===== src/rtl/io_hub_pkg.sv =====
// rtl/io_hub_pkg.sv - register map, bit positions and filter states for mmio_io_hub
package io_hub_pkg;

  localparam logic [11:0] ADDR_LED      = 12'h000;
  localparam logic [11:0] ADDR_DIGIT_EN = 12'h001;
  localparam logic [11:0] ADDR_KEY      = 12'h002;
  localparam logic [11:0] ADDR_STATUS   = 12'h003;
  localparam logic [11:0] ADDR_CTRL     = 12'h004;
  localparam logic [11:0] ADDR_HEX_BASE = 12'h010;

  localparam int KEY_VALID_BIT    = 8;
  localparam int STATUS_OVF_BIT   = 16;
  localparam int STATUS_EMPTY_BIT = 17;
  localparam int STATUS_FULL_BIT  = 18;
  localparam int CTRL_IRQ_EN_BIT  = 0;
  localparam int CTRL_FLUSH_BIT   = 1;

  localparam logic [7:0] BREAK_CODE = 8'hF0;

  typedef enum logic {
    FILT_PASS = 1'b0,
    FILT_SKIP = 1'b1
  } filt_state_t;

endpackage


===== src/rtl/key_fifo.sv =====
// rtl/key_fifo.sv - 8-bit synchronous scancode FIFO with push, pop and flush
module key_fifo #(
  parameter int DEPTH = 8
) (
  input  logic                   clock,
  input  logic                   resetn,
  input  logic                   push,
  input  logic                   pop,
  input  logic                   flush,
  input  logic [7:0]             din,
  output logic [7:0]             dout,
  output logic [$clog2(DEPTH):0] count,
  output logic                   full,
  output logic                   empty
);
  localparam int AW = $clog2(DEPTH);

  logic [7:0]    mem [DEPTH];
  logic [AW-1:0] wr_ptr;
  logic [AW-1:0] rd_ptr;
  logic          do_push;
  logic          do_pop;

  assign full    = (count == (AW+1)'(DEPTH));
  assign empty   = (count == '0);
  assign dout    = mem[rd_ptr];
  // A full FIFO still accepts a push when a pop frees the slot in the same cycle.
  assign do_pop  = pop && !empty && !flush;
  assign do_push = push && (!full || do_pop) && !flush;

  always_ff @(posedge clock or negedge resetn) begin
    if (!resetn) begin
      wr_ptr <= '0;
      rd_ptr <= '0;
      count  <= '0;
    end else if (flush) begin
      wr_ptr <= '0;
      rd_ptr <= '0;
      count  <= '0;
    end else begin
      if (do_push) wr_ptr <= wr_ptr + 1'b1;
      if (do_pop)  rd_ptr <= rd_ptr + 1'b1;
      case ({do_push, do_pop})
        2'b10:   count <= count + 1'b1;
        2'b01:   count <= count - 1'b1;
        default: count <= count;
      endcase
    end
  end

  always_ff @(posedge clock) begin
    if (do_push) mem[wr_ptr] <= din;
  end

endmodule


===== src/rtl/mmio_io_hub.sv =====
// rtl/mmio_io_hub.sv - memory-mapped LED, hex-digit and PS/2 scancode hub
module mmio_io_hub
  import io_hub_pkg::*;
#(
  parameter int NUM_DIGITS     = 8,
  parameter int KEY_FIFO_DEPTH = 8,
  parameter int LED_WIDTH      = 8,
  parameter int FILTER_BREAK   = 0
) (
  input  logic                    clock,
  input  logic                    resetn,
  input  logic [11:0]             addr,
  input  logic [31:0]             wdata,
  input  logic                    wren,
  input  logic                    rden,
  output logic [31:0]             rdata,
  input  logic                    key_valid,
  input  logic [7:0]              key_code,
  output logic [4*NUM_DIGITS-1:0] hex_digits,
  output logic [NUM_DIGITS-1:0]   digit_en,
  output logic [LED_WIDTH-1:0]    leds,
  output logic                    irq
);
  localparam int CW = $clog2(KEY_FIFO_DEPTH) + 1;

  filt_state_t   filt_state;
  logic          irq_en;
  logic          overflow;
  logic          push_req;
  logic          pop;
  logic          flush;
  logic          ovf_set;
  logic          ovf_clr;
  logic [7:0]    fifo_dout;
  logic [CW-1:0] fifo_count;
  logic          fifo_full;
  logic          fifo_empty;
  logic [31:0]   rd_next;

  assign pop     = rden && (addr == ADDR_KEY) && !fifo_empty;
  assign flush   = wren && (addr == ADDR_CTRL) && wdata[CTRL_FLUSH_BIT];
  assign ovf_set = push_req && fifo_full && !pop && !flush;
  assign ovf_clr = wren && (addr == ADDR_STATUS) && wdata[STATUS_OVF_BIT];
  assign irq     = irq_en && !fifo_empty;

  always_comb begin
    push_req = key_valid;
    if (FILTER_BREAK != 0)
      push_req = key_valid && (filt_state == FILT_PASS) && (key_code != BREAK_CODE);
  end

  key_fifo #(.DEPTH(KEY_FIFO_DEPTH)) u_key_fifo (
    .clock  (clock),
    .resetn (resetn),
    .push   (push_req),
    .pop    (pop),
    .flush  (flush),
    .din    (key_code),
    .dout   (fifo_dout),
    .count  (fifo_count),
    .full   (fifo_full),
    .empty  (fifo_empty)
  );

  // Break-code filter: 0xF0 and the byte after it never reach the FIFO.
  always_ff @(posedge clock or negedge resetn) begin
    if (!resetn) begin
      filt_state <= FILT_PASS;
    end else if (flush || FILTER_BREAK == 0) begin
      filt_state <= FILT_PASS;
    end else if (key_valid) begin
      case (filt_state)
        FILT_PASS: if (key_code == BREAK_CODE) filt_state <= FILT_SKIP;
        FILT_SKIP: filt_state <= FILT_PASS;
        default:   filt_state <= FILT_PASS;
      endcase
    end
  end

  always_comb begin
    rd_next = '0;
    case (addr)
      ADDR_LED:      rd_next[LED_WIDTH-1:0] = leds;
      ADDR_DIGIT_EN: rd_next[NUM_DIGITS-1:0] = digit_en;
      ADDR_KEY: begin
        rd_next[7:0]          = fifo_empty ? 8'h00 : fifo_dout;
        rd_next[KEY_VALID_BIT] = !fifo_empty;
      end
      ADDR_STATUS: begin
        rd_next[CW-1:0]           = fifo_count;
        rd_next[STATUS_OVF_BIT]   = overflow;
        rd_next[STATUS_EMPTY_BIT] = fifo_empty;
        rd_next[STATUS_FULL_BIT]  = fifo_full;
      end
      ADDR_CTRL:     rd_next[CTRL_IRQ_EN_BIT] = irq_en;
      default:       rd_next = '0;
    endcase
    for (int d = 0; d < NUM_DIGITS; d++) begin
      if (addr == ADDR_HEX_BASE + 12'(d / 8))
        rd_next[4*(d%8) +: 4] = hex_digits[4*d +: 4];
    end
  end

  always_ff @(posedge clock or negedge resetn) begin
    if (!resetn) begin
      rdata      <= '0;
      leds       <= '0;
      digit_en   <= '1;
      hex_digits <= '0;
      irq_en     <= 1'b0;
      overflow   <= 1'b0;
    end else begin
      if (rden) rdata <= rd_next;
      // A drop in the same cycle as a clear keeps the flag set so the loss is seen.
      overflow <= (overflow && !ovf_clr) || ovf_set;
      if (wren) begin
        case (addr)
          ADDR_LED:      leds     <= wdata[LED_WIDTH-1:0];
          ADDR_DIGIT_EN: digit_en <= wdata[NUM_DIGITS-1:0];
          ADDR_CTRL:     irq_en   <= wdata[CTRL_IRQ_EN_BIT];
          default:       ;
        endcase
        for (int d = 0; d < NUM_DIGITS; d++) begin
          if (addr == ADDR_HEX_BASE + 12'(d / 8))
            hex_digits[4*d +: 4] <= wdata[4*(d%8) +: 4];
        end
      end
    end
  end

endmodule


===== config.mk =====
export PLATFORM = sky130hd
export DESIGN_NAME = mmio_io_hub
export DESIGN_NICKNAME = d
export VERILOG_FILES = /design/src/rtl/io_hub_pkg.sv /design/src/rtl/key_fifo.sv /design/src/rtl/mmio_io_hub.sv
export SDC_FILE = /design/constraint.sdc
export NUM_CORES = 1
export LEC_CHECK = 0
export ABC_AREA = 1
export BUFFER_PORTS_ARGS = -buffer_cell sky130_fd_sc_hd__buf_2
export CAP_MARGIN = 10
export CELL_PAD_IN_SITES_DETAIL_PLACEMENT = 1
export CELL_PAD_IN_SITES_GLOBAL_PLACEMENT = 1
export CORE_MARGIN = 2
export CORE_UTILIZATION = 40
export CTS_BUF_LIST = sky130_fd_sc_hd__clkbuf_4
export DETAILED_ROUTE_END_ITERATION = 8
export HOLD_SLACK_MARGIN = 0.03
export PLACE_DENSITY = 0.84
export SYNTH_ARGS = -nofsm -noshare
export SYNTH_HDL_FRONTEND = slang
export SYNTH_SLANG_ARGS = --single-unit

===== constraint.sdc =====
create_clock -name clock -period 2.1 [get_ports clock]
set_clock_uncertainty 0.1 [all_clocks]
set_input_delay 0.105 -clock clock [delete_from_list [all_inputs] [get_ports clock]]
set_output_delay 0.105 -clock clock [all_outputs]
set_load 0.05 [all_outputs]

==> results of run 1 <==
[stage by stage]
step,std cells,power [mW],hold slack [ns],worst slack [ns]
6_report,1116,6.81,0.0862,-0.0783
5_1_grt,1116,7.08,0.117,-0.170
4_1_cts,1112,6.53,0.0584,-0.127
3_5_place_dp,1013,4.52,0.00613,-0.178
3_3_place_gp,1013,4.46,-0.00264,-0.0724
2_1_floorplan,642,4.03,-0.291,0.132
[worst max-delay path by stage]
stage                                      end  cells after the start  slack, ns
3_5_place_dp    u_key_fifo.mem[6][2]$_DFFE_PP_                     10      -0.18
3_3_place_gp    u_key_fifo.mem[5][2]$_DFFE_PP_                     10      -0.07
6_report                  rdata[3]$_DFFE_PN0P_                     11      -0.08
5_1_grt        u_key_fifo.count[3]$_DFFE_PN0P_                     13      -0.17
4_1_cts         u_key_fifo.mem[2][4]$_DFFE_PP_                     10      -0.13
2_1_floorplan  u_key_fifo.count[3]$_DFFE_PN0P_                     12       0.13
[report_power, final]
part / switching, mW / internal (mW) / leakage [nW]
registers: 0.115 / 3.43 / 1.73
logic: 0.805 / 0.523 / 2.42
clock network: 1.19 / 0.747 / 0.152
total: 2.11 / 4.70 / 4.30
[state kept, by name, indices dropped and copies added (netlist names)]
| register | count |
|---|---|
| digit_en | 8 |
| hex_digits | 32 |
| irq_en | 1 |
| leds | 8 |
| overflow | 1 |
| rdata | 32 |
| u_key_fifo.count | 4 |
| u_key_fifo.mem | 64 |
| u_key_fifo.rd_ptr | 3 |
| u_key_fifo.wr_ptr | 3 |
[final cells by class]
cell class	instances	area [um2]
clock buffer	18	135
timing repair buffer	250	1760
multi-input combinational	407	2410
fill	1796	7470
tap	220	275
clock inverter	14	158
sequential	156	4230
inverter	51	194
[metal layers]
layer / up-vias / wire (um) / GRT usage (%)
li1: 2685 / - / -
met1: 3046 / 9570 / 30.8
met2: 231 / 12600 / 47.9
met3: 73 / 1340 / 5.93
met4: 0 / 841 / 11.2
met5: - / 0 / 0
[repair_timing]
item                                    in CTS  in global routing
pin swaps                                    2                 11
hold endpoints to repair                   228                  2
gates resized for setup                      6                 32
endpoints found under the setup margin      65                 71
setup buffers                                2                  5
hold buffers                                65                  1
[logic make-up after synthesis]
logic type,Yosys count,synth area share (%)
XOR/XNOR,1,0.128
AO/OA/AOI/OAI,130,11.6
multiplexers,26,4.99
adder cells (fa/ha/maj),5,1.02
buffers and inverters,79,4.88
flip-flops,156,61.9
AND/OR/NAND/NOR,245,15.5
[cells in the mapped netlist, types with 2 or more instances]
library cell | count | area [um2]
nand2_1 | 115 | 432
nand3_1 | 26 | 130
nor2_2 | 6 | 37.5
o211ai_1 | 8 | 60.1
buf_2 | 7 | 35.0
o21a_1 | 2 | 15.0
mux2_1 | 4 | 45.0
nand2_4 | 2 | 22.5
o22ai_1 | 2 | 12.5
dfrtp_1 | 84 | 2100
mux2_4 | 13 | 195
o21ai_0 | 70 | 350
buf_6 | 3 | 33.8
nor2_4 | 3 | 33.8
nand2_2 | 2 | 12.5
mux2_2 | 9 | 101
nor3_1 | 3 | 15.0
edfxtp_1 | 64 | 1920
ha_1 | 4 | 50.1
a21oi_2 | 10 | 87.6
dfstp_2 | 8 | 210
a31oi_1 | 8 | 50.1
inv_1 | 44 | 165
a21oi_1 | 5 | 25.0
inv_2 | 5 | 18.8
nand4_1 | 5 | 31.3
o221ai_1 | 9 | 78.8
o31ai_1 | 10 | 75.1
o21ai_1 | 4 | 20.0
clkbuf_1 | 16 | 60.1
nor2_1 | 76 | 285
or2_2 | 2 | 12.5
[critical path: stages]
cell,delay [ns]
buf_2,0.15
dlygate4sd3_1,0.62
nand2_1,0.07
dlygate4sd3_1,0.61
nor2_4,0.21
nand2_1,0.13
o21ai_0,0.36
a21oi_1,0.07
nand3_1,0.08
nand3_1,0.10
nand2_1,0.09
==> results.cfg, run 1 <==
[timing]
clock.fmax_mhz = 459
final_max_slew_viol_count = 0
period_share_pct = 104
setup_viol = 2
setup_ws_ns = -0.0783
post-route-min-period_ns = 2.18
rsz0062_at_grt = yes
final.setup.tns_ns = -0.135
worst_slew_pin_slew_ns = 0.472
finalHoldViolations = 0
slew_headroom_pct = 68.5

[layout]
syn_to_final_growth_pct = 34.1
post-route-util_pct = 55.1
n_antenna_cell = 0
stdcell_area_um2 = 9170
drive_above_1_share_pct = 34.0
nets = 945
final_common_cell = buf_2
final_cell_mix = buf_2 (136), nand2_1 (111), dfrtp_1 (84)

[place]
port_buffers = 137
placed_area_um2 = 8000
place.gp.congestion = 0.837
dp_hpwl_um = 14800

[logic_synthesis]
synthesis.instances = 642
synth_cell_types = 45
async_flop_share_pct = 59.0
syn_nets = 704
ys_dominant_reg_cell = dfrtp_1
synth_area_um2 = 6840
syn_avg_cell_area_um2 = 10.7
ys_ff_latch = 156
ys_seq_area_share_pct = 61.9
synth_edf_count = 64
synth_warnings = 0

[hold_path]
hp-class = input pin to register
hold_end = digit_en[1]$_DFFE_PN1P_
hold_path_depth = 5
min_from = addr[1]

[clock_tree]
htree_levels = 4
cts.path.max_buffers = 2
numCtsBuffers = 17
clkTransAtPathRegs_ns = 0.14
clk_latency_ns = 0.58
clock_sink_count = 156
cts_tree = done
root_buffer = clkbuf_4

[power_and_ir_drop]
vdd_drop_max_mv = 0.335
cellLeakagePower_nw = 4.30
pwr_density_cell_nw_per_um2 = 742

[critical_path]
path_max_fanout = 6
crit_required_ns = 2.53
timing.reg2reg.setup_slack_ns = -0.06
cp-start-kind = input pin
worstPathArrival_ns = 2.61
worstReg2RegStart = u_key_fifo.count[0]$_DFFE_PN0P_
cp-end-kind = register
critical_path_class = input pin to register
rr_endpoint = u_key_fifo.count[3]$_DFFE_PN0P_
critPathLaunch = addr[1]
rr_worst_depth = 13

[detailed_routing]
drtIter0Drc = 509
wl_per_cell_um = 21.8
detail-route-antenna-nets = 0
drc = 0
vias = 6035
viasPerCell = 5.41
wl_um = 24400
drt_first_pass_iters = 5

[floorplan]
core_area_um2 = 16600
fp.dieH_um = 135
die_area_um2 = 18200
rows = 47
initial_core_util_pct = 41.1
io_pins = 138
die_w_um = 135

[global_routing]
antenna_found_initial = 0
gr-usage-all-layers_pct = 26.7
grt_max_degree = 39
grt_pass1_wl_um = 36800
grt_overflow_total = 0
first_global_vias = 6652

[outcome]
outcome = finished, violations left
violations = setup timing

[run]
cap_violations = 0
(Power assumes the default switching activity.)
==> inputs of run 2 (changes only) <==
ABC_AREA = 0   (was 1)
CORE_UTILIZATION = 42   (was 40)
PLACE_DENSITY = 0.86   (was 0.84)
==> results.cfg, run 2 <==
[timing]
setup_viol = 79
worst_slew_pin_slew_ns = 0.564
final.setup.tns_ns = -21.66
period_share_pct = 117
final_max_slew_viol_count = 0
finalHoldViolations = 0
rsz0062_at_grt = yes
setup_ws_ns = -0.351
holdWs_ns = 0.0713
post-route-min-period_ns = 2.45
clock.fmax_mhz = 408
slew_headroom_pct = 62.4

[global_routing]
gr-usage-all-layers_pct = 27.2
grt_overflow_total = 0
grt_max_degree = 46
first_global_vias = 5707
grt_pass1_wl_um = 33700
antenna_found_initial = 1

[detailed_routing]
drtIter0Drc = 419
wl_um = 23200
viasPerCell = 5.64
detail-route-antenna-nets = 0
drt_first_pass_iters = 5
wl_per_cell_um = 24.4
vias = 5376
drc = 0

[logic_synthesis]
synth_most_common_cell = dfrtp_1
synth_area_um2 = 6710
synth_cell_types = 56
ys_seq_area_share_pct = 63.1
synth_top_cell_by_area = dfrtp_1
synth.area.top_cells = dfrtp_1 (31%), edfxtp_1 (29%), mux2_2 (9.6%), mux4_2 (5.4%), dfstp_2 (3.1%)
syn_avg_cell_area_um2 = 14.3
synth_warnings = 0
synthesis.instances = 469
ys_ff_latch = 156
netlist_top_cells_count = dfrtp_1 (84), edfxtp_1 (64), mux2_2 (57)
syn_nets = 531
synth_edf_count = 64
ys_dominant_reg_cell = dfrtp_1
synth_top_area_share_pct = 31.3
async_flop_share_pct = 59.0

[layout]
stdcell_count = 954
regMostFlops = u_key_fifo.mem
largest_reg_flops = 64
post-route-util_pct = 60.1
nets = 786
ff_latch_area_um2 = 4240
syn_to_final_growth_pct = 41.2
reg.largest.list = u_key_fifo.mem: 64 flops, hex_digits: 32 flops, rdata: 32 flops
multi_input_area_um2 = 2680
drive_above_1_share_pct = 52.5
nFillCells = 1601
final_common_cell = buf_2
final_cell_mix = buf_2 (135), dfrtp_1 (82), edfxtp_1 (64)
stdcell_area_um2 = 9480

[critical_path]
crit_chain = nor4_4 > nor4_4 > buf_4 > a21boi_2 > or4_4 > nor3b_4 > buf_12
rr_worst_depth = 7
rr_endpoint = u_key_fifo.mem[1][6]$_DFFE_PP_
path_max_fanout = 8
worstPathArrival_ns = 2.65
worstReg2RegStart = u_key_fifo.count[3]$_DFFE_PN0P_
cp-start-kind = register
max_stage_delay_ns = 0.55
cp-end-kind = register
crit_required_ns = 2.29
timing.reg2reg.setup_slack_ns = -0.35
critical_path.most_common_cell = nor4_4
crit_slowest_cell = or4_4
critical_path_class = register to register

[place]
placed_area_um2 = 8280
port_buffers = 137
dp_hpwl_um = 14400
place_ws_ns = -0.549
place.gp.congestion = 0.912
place_inst = 855

[floorplan]
fp.dieH_um = 130
die_area_um2 = 17000
core_area_um2 = 15800
rows = 46
io_pins = 138
die_w_um = 130
initial_core_util_pct = 42.6

[run]
cap_violations = 0

[power_and_ir_drop]
p_total_mw = 7.46
pwr_density_cell_nw_per_um2 = 787
vdd_drop_max_mv = 0.527
cellLeakagePower_nw = 4.19

[hold_path]
hold_end = rdata[2]$_DFFE_PN0P_
hold_path_depth = 5
min_from = addr[4]
hp-class = input pin to register

[clock_tree]
root_buffer = clkbuf_4
cts.path.max_buffers = 2
cts_tree = done
clk_latency_ns = 0.58
clkTransAtPathRegs_ns = 0.15
htree_levels = 4
clock_sink_count = 156
numCtsBuffers = 17

[outcome]
outcome = finished, violations left
violations = setup timing
-- run 2: cell count changes in the layout (fill, tap and decap cells not counted), moves of 11 or more --
cell / delta
buf_6: +11
dlygate4sd3_1: -15
inv_1: -39
mux2_2: +48
mux2_4: -13
mux4_2: +16
nand2_1: -79
nand3_1: -16
nor2_1: -34
o21ai_0: -60
o2bb2ai_1: +23
-- run 2: worst max path at each step --
stage | start | endpoint | slack [ns] | depth (start not counted)
2_1_floorplan | addr[5] | u_key_fifo.mem[5][0]$_DFFE_PP_ | -0.42 | 7
3_3_place_gp | addr[5] | u_key_fifo.mem[5][3]$_DFFE_PP_ | -0.36 | 8
3_5_place_dp | addr[9] | u_key_fifo.count[3]$_DFFE_PN0P_ | -0.55 | 11
4_1_cts | u_key_fifo.count[3]$_DFFE_PN0P_ | u_key_fifo.mem[5][6]$_DFFE_PP_ | -0.28 | 8
5_1_grt | u_key_fifo.count[3]$_DFFE_PN0P_ | u_key_fifo.mem[1][6]$_DFFE_PP_ | -0.42 | 7
6_report | u_key_fifo.count[3]$_DFFE_PN0P_ | u_key_fifo.mem[1][6]$_DFFE_PP_ | -0.35 | 7
-- run 2: layer usage --
metal	vias up	wire, um	track usage [%]
met5	-	0	0
met4	0	679	12.2
met3	57	1630	5.09
met2	270	12000	46.9
met1	2751	8930	33.7
li1	2298	-	-
-- run 2: critical path: cells and delay by family, from the launching register on --
family,cells,cell delay [ns]
and+or+nand+nor,4,1.20
buffers and inverters,2,0.36
AOI/OAI and AO/OA,1,0.07
DFF,1,0.45
-- run 2: cells by family after synthesis --
kind of cell    synth area share [%]
flops                           63.1
buf+inv                         1.73
fa+ha+maj                       1.04
simple gates                    9.73
compound gates                  9.08
mux                             15.1
xor+xnor                       0.261
-- run 2: report_power, final --
| part | internal (mW) | switching [mW] | total (mW) |
|---|---|---|---|
| logic | 0.807 | 0.913 | 1.72 |
| clock network | 0.968 | 1.14 | 2.11 |
| registers | 3.44 | 0.188 | 3.63 |
| total | 5.22 | 2.24 | 7.46 |
-- run 2: timing repair --
action / CTS / global route
gates resized for setup: 42 / 17
hold endpoints to repair: 229 / 0
endpoints found under the setup margin: 78 / 112
gates cloned: 1 / 0
hold buffers: 49 / 0
buffers inserted: 9 / 10
pin swaps: 16 / 11
-- run 2: layout make-up --
class	count	share of cell area, %
Tap cell	216	2.85
Multi-Input combinational cell	285	28.2
Clock buffer	18	1.43
Antenna cell	1	0.0264
Timing Repair Buffer	260	20.6
Clock inverter	14	1.99
Inverter	4	0.185
Sequential cell	156	44.7
==> inputs of run 3 (changes only) <==
CORE_MARGIN = 1.5   (was 2)
CORE_UTILIZATION = 50   (was 42)
PLACE_DENSITY = 0.95   (was 0.86)
clock period = 2.87 ns   (was 2.1 ns; I/O delays follow)
==> results.cfg, run 3 (synthesized netlist as in run 2, its figures left out) <==
[layout]
nFillCells = 1287
final_common_cell = buf_2
drive_above_1_share_pct = 43.0
n_antenna_cell = 0
nets = 744
stdcell_count = 871
largest_reg_flops = 64
syn_to_final_growth_pct = 26.7
reg.largest.list = u_key_fifo.mem: 64 flops, hex_digits: 32 flops, rdata: 32 flops
stdcell_area_um2 = 8510
final_cell_mix = buf_2 (136), dfrtp_1 (84), edfxtp_1 (64)
regMostFlops = u_key_fifo.mem

[power_and_ir_drop]
p_comb_share_pct = 18.1
vdd_drop_max_mv = 0.353
p_sw_share_pct = 31.0
sequentialPowerShare_pct = 55.7
p_int_mw = 3.28
pwr_density_cell_nw_per_um2 = 559
p_clk_share_pct = 26.2
cellLeakagePower_nw = 3.77
p_sw_mw = 1.47
p_total_mw = 4.76

[detailed_routing]
detail-route-antenna-nets = 0
drt_first_pass_iters = 5
wl_per_cell_um = 28.6
viasPerCell = 6.41
drtIter0Drc = 583
vias = 5583
wl_um = 24900
drc = 0

[global_routing]
gr-usage-all-layers_pct = 36.9
antenna_found_initial = 0
first_global_vias = 6075
grt_overflow_total = 0
grt_max_degree = 53
grt_pass1_wl_um = 38400

[critical_path]
crit_slowest_cell = dlygate4sd3_1
max_stage_delay_ns = 0.58
path_max_fanout = 8
worstPathArrival_ns = 3.20
cp-end-kind = register
crit_chain = dlygate4sd3_1 > buf_2 > nor4_2 > nand2_1 > nor3_2 > nand2_1 > mux2_2 > dlygate4sd3_1
critical_path_class = input pin to register
cp-start-kind = input pin
crit_required_ns = 3.23

[floorplan]
io_pins = 138
core_area_um2 = 13200
initial_core_util_pct = 50.9
die_area_um2 = 14100
fp.dieH_um = 119
rows = 42
die_w_um = 119

[clock_tree]
root_buffer = clkbuf_4
htree_levels = 4
clock_sink_count = 156
clk_latency_ns = 0.60
cts_tree = done
numCtsBuffers = 17
post_cts_buffers = 0
cts.path.max_buffers = 2
clkTransAtPathRegs_ns = 0.16

[timing]
rsz0062_at_grt = yes
slew_headroom_pct = 46.4
final_max_slew_viol_count = 0
setup_ws_ns = 0.0315
finalHoldViolations = 0
setup_viol = 0
post-route-min-period_ns = 2.84
holdWs_ns = 0.0262
clock.fmax_mhz = 352
worst_slew_pin_slew_ns = 0.804
period_share_pct = 98.9

[place]
place_ws_ns = -0.0711
place_inst = 790
place.gp.congestion = 0.929
dp_hpwl_um = 14800
port_buffers = 137
placed_area_um2 = 7760

[run]
cap_violations = 0

[outcome]
outcome = completed

[hold_path]
hp-class = input pin to asynchronous set/reset pin
[run 3: path summary, 6_finish.rpt]
| path | to | start | depth (start not counted) | slack (ns) |
|---|---|---|---|---|
| max | hex_digits[18]$_DFFE_PN0P_ | addr[0] | 8 | 0.03 |
| max reg2reg | u_key_fifo.count[3]$_DFFE_PN0P_ | u_key_fifo.count[3]$_DFFE_PN0P_ | 11 | 0.05 |
| min in group clock | rdata[29]$_DFFE_PN0P_ | rden | 4 | 0.11 |
| min reg2reg | rdata[25]$_DFFE_PN0P_ | rdata[25]$_DFFE_PN0P_ | 1 | 0.42 |
| min | u_key_fifo.rd_ptr[0]$_DFFE_PN0P_ | resetn | 2 | 0.03 |
| max in group asynchronous | hex_digits[27]$_DFFE_PN0P_ | resetn | 3 | 1.83 |
[run 3: metrics by stage]
stage / setup TNS, ns / util (%)
3_5_place_dp: -0.0711 / 58.9
4_1_cts: 0 / 64.4
2_1_floorplan: 0 / -
6_report: 0 / 64.5
3_3_place_gp: 0 / 58.9
5_1_grt: -0.110 / 64.5
[run 3: cell type report]
| type | instances | area [um2] | area share (%) |
|---|---|---|---|
| Clock buffer | 18 | 135 | 1.59 |
| Clock inverter | 14 | 104 | 1.22 |
| Inverter | 4 | 15.0 | 0.176 |
| Multi-Input combinational cell | 285 | 2380 | 28.0 |
| Sequential cell | 156 | 4230 | 49.8 |
| Tap cell | 176 | 220 | 2.59 |
| Timing Repair Buffer | 218 | 1420 | 16.7 |
[run 3: worst max-delay path: cells and delay by family]
kind | cells | cell delay [ns]
buffers and inverters | 3 | 1.32
AND/OR/NAND/NOR | 4 | 1.39
multiplexers | 1 | 0.34
[run 3: per-layer routing]
metal  global-route usage, %  wire length [um]  vias to the layer above
met5                       0                 0                        -
met3                    9.20              1990                      121
met2                    63.6             12500                      409
li1                        -                 -                     2206
met1                    42.7              8960                     2847
met4                    19.7              1410                        0
[run 3: what timing repair did]
action	in CTS	in global routing
resized for setup	0	5
hold endpoints to repair	181	0
hold buffers	49	0
setup endpoints to repair	0	35
[run 3: power by group through the flow]
stage               registers (mW)  logic (mW)  clock network, mW
finish                        2.65       0.860               1.25
CTS                           2.64       0.812               1.21
detailed placement            2.69       0.755                  0
global placement              2.66       0.694                  0
global route                  2.66       0.912               1.32
floorplan                     2.70       0.363                  0
